**src/rtl/seq_bubble_sorter.sv**
```systemverilog
// Sequential odd-even transposition sorter: one compare-exchange phase per clock,
// runtime ascending/descending order, early exit once two phases in a row make no swap.
module seq_bubble_sorter #(
  parameter int unsigned WIDTH = 4,
  parameter int unsigned N     = 5,
  localparam int unsigned PW   = $clog2(N + 1)
) (
  input  logic               clk,
  input  logic               rst,
  input  logic               start,
  input  logic               desc,
  input  logic [N*WIDTH-1:0] in_data,
  output logic               busy,
  output logic               done,
  output logic [N*WIDTH-1:0] out_data,
  output logic [PW-1:0]      phases
);

  typedef enum logic {StIdle, StSort} state_e;

  state_e             state_q, state_d;
  logic [N*WIDTH-1:0] data_q, data_d;
  logic               mode_q, mode_d;
  logic [PW-1:0]      cnt_q, cnt_d;
  logic               prev_swap_q, prev_swap_d;
  logic               busy_q, busy_d;
  logic               done_q, done_d;
  logic [PW-1:0]      phases_q, phases_d;

  logic [N*WIDTH-1:0] phase_data;
  logic               cur_swap;
  logic [WIDTH-1:0]   elem_a, elem_b;
  logic               last_phase;

  // Pairs start at index 0 on even phases and index 1 on odd phases.
  always_comb begin
    phase_data = data_q;
    cur_swap   = 1'b0;
    elem_a     = '0;
    elem_b     = '0;
    for (int i = 0; i < int'(N) - 1; i++) begin
      if (i[0] == cnt_q[0]) begin
        elem_a = data_q[i*WIDTH +: WIDTH];
        elem_b = data_q[(i+1)*WIDTH +: WIDTH];
        if (mode_q ? (elem_a < elem_b) : (elem_a > elem_b)) begin
          phase_data[i*WIDTH +: WIDTH]     = elem_b;
          phase_data[(i+1)*WIDTH +: WIDTH] = elem_a;
          cur_swap                         = 1'b1;
        end
      end
    end
  end

  assign last_phase = (cnt_q == PW'(N - 1)) ||
                      (!cur_swap && !prev_swap_q && (cnt_q != '0));

  always_comb begin
    state_d     = state_q;
    data_d      = data_q;
    mode_d      = mode_q;
    cnt_d       = cnt_q;
    prev_swap_d = prev_swap_q;
    busy_d      = busy_q;
    done_d      = 1'b0;
    phases_d    = phases_q;
    unique case (state_q)
      StIdle: begin
        if (start) begin
          data_d      = in_data;
          mode_d      = desc;
          cnt_d       = '0;
          prev_swap_d = 1'b1;
          busy_d      = 1'b1;
          state_d     = StSort;
        end
      end
      StSort: begin
        data_d      = phase_data;
        cnt_d       = cnt_q + PW'(1);
        prev_swap_d = cur_swap;
        if (last_phase) begin
          state_d  = StIdle;
          busy_d   = 1'b0;
          done_d   = 1'b1;
          phases_d = cnt_q + PW'(1);
        end
      end
      default: state_d = StIdle;
    endcase
  end

  always_ff @(posedge clk or negedge rst) begin
    if (!rst) begin
      state_q     <= StIdle;
      data_q      <= '0;
      mode_q      <= 1'b0;
      cnt_q       <= '0;
      prev_swap_q <= 1'b0;
      busy_q      <= 1'b0;
      done_q      <= 1'b0;
      phases_q    <= '0;
    end else begin
      state_q     <= state_d;
      data_q      <= data_d;
      mode_q      <= mode_d;
      cnt_q       <= cnt_d;
      prev_swap_q <= prev_swap_d;
      busy_q      <= busy_d;
      done_q      <= done_d;
      phases_q    <= phases_d;
    end
  end

  assign busy     = busy_q;
  assign done     = done_q;
  assign out_data = data_q;
  assign phases   = phases_q;

endmodule

```
**config.mk**
```make
export PLATFORM = sky130hd
export DESIGN_NAME = seq_bubble_sorter
export DESIGN_NICKNAME = d
export VERILOG_FILES = /design/src/rtl/seq_bubble_sorter.sv
export SDC_FILE = /design/constraint.sdc
export NUM_CORES = 1
export LEC_CHECK = 0
export CAP_MARGIN = 20
export CORE_ASPECT_RATIO = 2
export CORE_MARGIN = 4
export CORE_UTILIZATION = 54
export CTS_CLUSTER_SIZE = 28
export DETAILED_ROUTE_END_ITERATION = 10
export PLACE_DENSITY = 0.91
export SLEW_MARGIN = 10
export SYNTH_ARGS = -nofsm -noshare
export SYNTH_HDL_FRONTEND = slang
export SYNTH_SLANG_ARGS = --single-unit
```
**constraint.sdc**
```tcl
create_clock -name clk -period 3.75 [get_ports clk]
set_clock_uncertainty 0.1 [all_clocks]
set_input_delay 0.75 -clock clk [delete_from_list [all_inputs] [get_ports clk]]
set_output_delay 0.75 -clock clk [all_outputs]
set_load 0.03 [all_outputs]
```
==> impl_summary.md <==
Global routing
The via count of the first global-routing pass is 2024. The total routing resource utilization after global routing is 24.3%. The initial antenna violation count was 0.

The maximum number of pins on one net before global-route repair is 35. The first global-routing pass estimated 9400 um of wire. For this run the aggregate overflow at the end of global routing stands at 0.

Placement
The detailed placer's ending HPWL is 4150 um. In this run the tool buffered the top-level ports with 48 buffer cells. At the end of routability-driven placement, the weighted congestion stood at 0.944.

Worst setup path
The startpoint identified for the worst register-to-register timing path is out_data[9]. Along the worst path, the maximum fanout reaches 13. The library cell contributing the largest single delay on the critical path is dfrtp_1. STA classifies the critical path startpoint as a flip-flop. At the worst endpoint, the required time is around 3800 ps. The critical path is of the reg -> reg type. The signal on the critical path passes through inv_1, ha_1, nor2b_1, o211ai_2, and4_2, nor2_2, and4_4, a32o_4, mux2_4.

The start point of the critical path is out_data[9]. The worst endpoint data arrival time is 2860 ps. The largest stage delay on the critical path is 440 ps. The endpoint class of the critical path is a flip-flop.

Route
The vias per cell is 5.93. Summed over all layers, the routed wires come to 5620 um. The detailed router finished its first iteration with 41 violations. The residual DRC count is 0.

The first-pass iteration count of the detailed router is 6. The total number of vias is 1938. The remaining antenna violation count after routing is 0. Dividing the detail-routed wire length by the instance count gives 17.2 um.

Synth
Counting flops with a built-in enable in the synthesized netlist gives 0. The dominant cell type by area after synthesis is dfrtp_1. After synthesis, the cell types taking the most area are dfrtp_1 (36%), ha_1 (11%), a21oi_1 (6.5%). The net count after synthesis is 270. The cell area after synthesis is 2140 um^2. The most used flip-flop cell after synthesis is dfrtp_1. The fraction of synthesized cell area taken by the top area cell type is 36.2%. In the synthesized netlist, the number of instances is 228.

dfrtp_1 is the most common cell in the netlist. The flip-flop and latch count after synthesis is 31. For this run, asynchronously set or reset flops after synthesis account for between 90% and 100%. In this run the mean area of a mapped cell was 9.41 um^2. By count the netlist is led by dfrtp_1 (31), a21oi_1 (28), inv_1 (24). For this run, the number of Yosys warnings is 0. Sequential cells were found to cover a little over a third of the synthesized design area.

The number of unique standard cell types used by synthesis is 45.

Timing
The transition time of the tightest slew-check pin is 733 ps. In the final timing run, aggregate negative setup slack is 0 ps. Setup repair after global routing left no endpoint under its margin. The max-slew violation count is 0.

The maximum frequency from static timing analysis is around 360 MHz. Setup violations remaining at the end of the flow were counted as 0. The headroom to the max-slew limit is 51.1%. The worst path uses 74.3% of the clock period. The clock period could shrink to 2790 ps. The final-report hold violation count is 0.

Clock tree
The hold-fix buffer count after cts is 0. Buffers inserted during clock tree synthesis total 5. The depth of the CTS H-tree is 2. At the later pin of the worst-skew pair, clock insertion delay measures 290 ps. The number of gates given a new drive strength after cts is 0. The root buffer cell is clkbuf_8. The maximum root-to-sink buffer count is 2. After clock tree synthesis, the clock-pin slew on the worst setup and hold paths is 70 ps. Buffers added to address setup during post-CTS repair amount to 0. TritonCTS built the clock tree. The number of clock sinks is 31.

Floorplan
The die covers ~5100 um^2. The total area inside the core boundary comes to 3840 um^2. Pin placement for this block handled 49 I/O pins. Measured along the y axis, the die boundary spans 97.1 um. Once the floorplan was initialized, standard cells occupied 55.8% of the core. The die is 52.6 um wide. After floorplanning, the core was divided into 32 placement rows.

Hold path
The worst hold path belongs to the class reg -> reg. The origin of the worst min-delay path is busy.

Flow run
The tool flagged a number of max-cap violations equal to 0.

Finish
The number of antenna cells inserted is 0. From synthesis to final layout, the design area changed by 29.6%. At the end of the flow, the number of nets in the layout was around 320. The proportion of layout cells with a drive suffix above 1 is 10.9%.

Fill cells in the final layout number 319.

Outcome
The run finished with clean final reports.
[sequential cells by signal, indices dropped and copies added, names as in the netlist]
register     flops
prev_swap_q      1
busy             1
state_q          1
out_data        20
cnt_q            3
phases           3
done             1
mode_q           1
[per-layer routing]
| layer | up-vias | global-route usage [%] | wire, um |
|---|---|---|---|
| met3 | 14 | 4.92 | 198 |
| met4 | 0 | 11.4 | 160 |
| met1 | 944 | 26.5 | 2060 |
| met5 | - | 0 | 0 |
| met2 | 53 | 42.6 | 3200 |
| li1 | 927 | - | - |
[metrics by stage]
stage / setup slack [ps] / instances / instance area (um^2) / util (%) / hold WS [ps]
floorplan: 1140 / 228 / 2140 / - / 354
global placement: 1080 / 319 / 2660 / 69.3 / 385
detailed placement: 998 / 319 / 2660 / 69.3 / 401
CTS: 995 / 327 / 2780 / 72.3 / 419
global route: 832 / 327 / 2780 / 72.3 / 444
finish: 964 / 327 / 2780 / 72.3 / 415
[cells by family after synthesis]
group,count (synthesis),share of synthesized area [%]
simple gates,43,10.9
mux,15,7.76
xor+xnor,1,0.408
buf+inv,37,7.18
flops,31,36.2
fa+ha+maj,18,10.5
compound gates,83,27.1
[cell type report]
class	instances	area, um^2	area share (%)
multi-input cells	160	1210	43.7
flip-flops and latches	31	776	27.9
repair buffers	53	518	18.6
inverters	24	90.1	3.24
clock buffers	6	82.6	2.97
well taps	51	63.8	2.30
clock inverters	2	35.0	1.26
[critical path: cells and delay by family, from the launching register on]
family                     cells  cell delay [ps]
DFF                            1              440
muxes                          1              300
and+or+nand+nor                4             1130
AOI/OAI and AO/OA              2              320
adders and majority gates      1              290
buffers and inverters          1               90
[placed cells by master, fill, tap and decap left out, drive strengths merged, types with 6 or more instances in the layout]
master         Yosys  final
nor3               9      9
inv               24     24
mux2i             11     11
nor2b              8      8
nand2              6      6
nor2              13     13
dfrtp             31     31
a21oi             29     29
clkdlybuf4s50      0     48
ha                18     18
o21ai             17     17
clkbuf             9      6
[path summary, 6_finish.rpt]
check | to | slack (ps) | cells past startpoint
min in group asynchronous | out_data[8] | 760 | 2
max in group asynchronous | out_data[1] | 2490 | 2
worst max register to register | phases[1] | 960 | 9
worst min-delay path | busy | 420 | 2
worst min register to register | busy | 420 | 2
worst max-delay path | phases[1] | 960 | 9
Power is left out: the tool's default activity adds up to more than one toggle a clock period on the data nets, which glitch-free logic cannot reach.
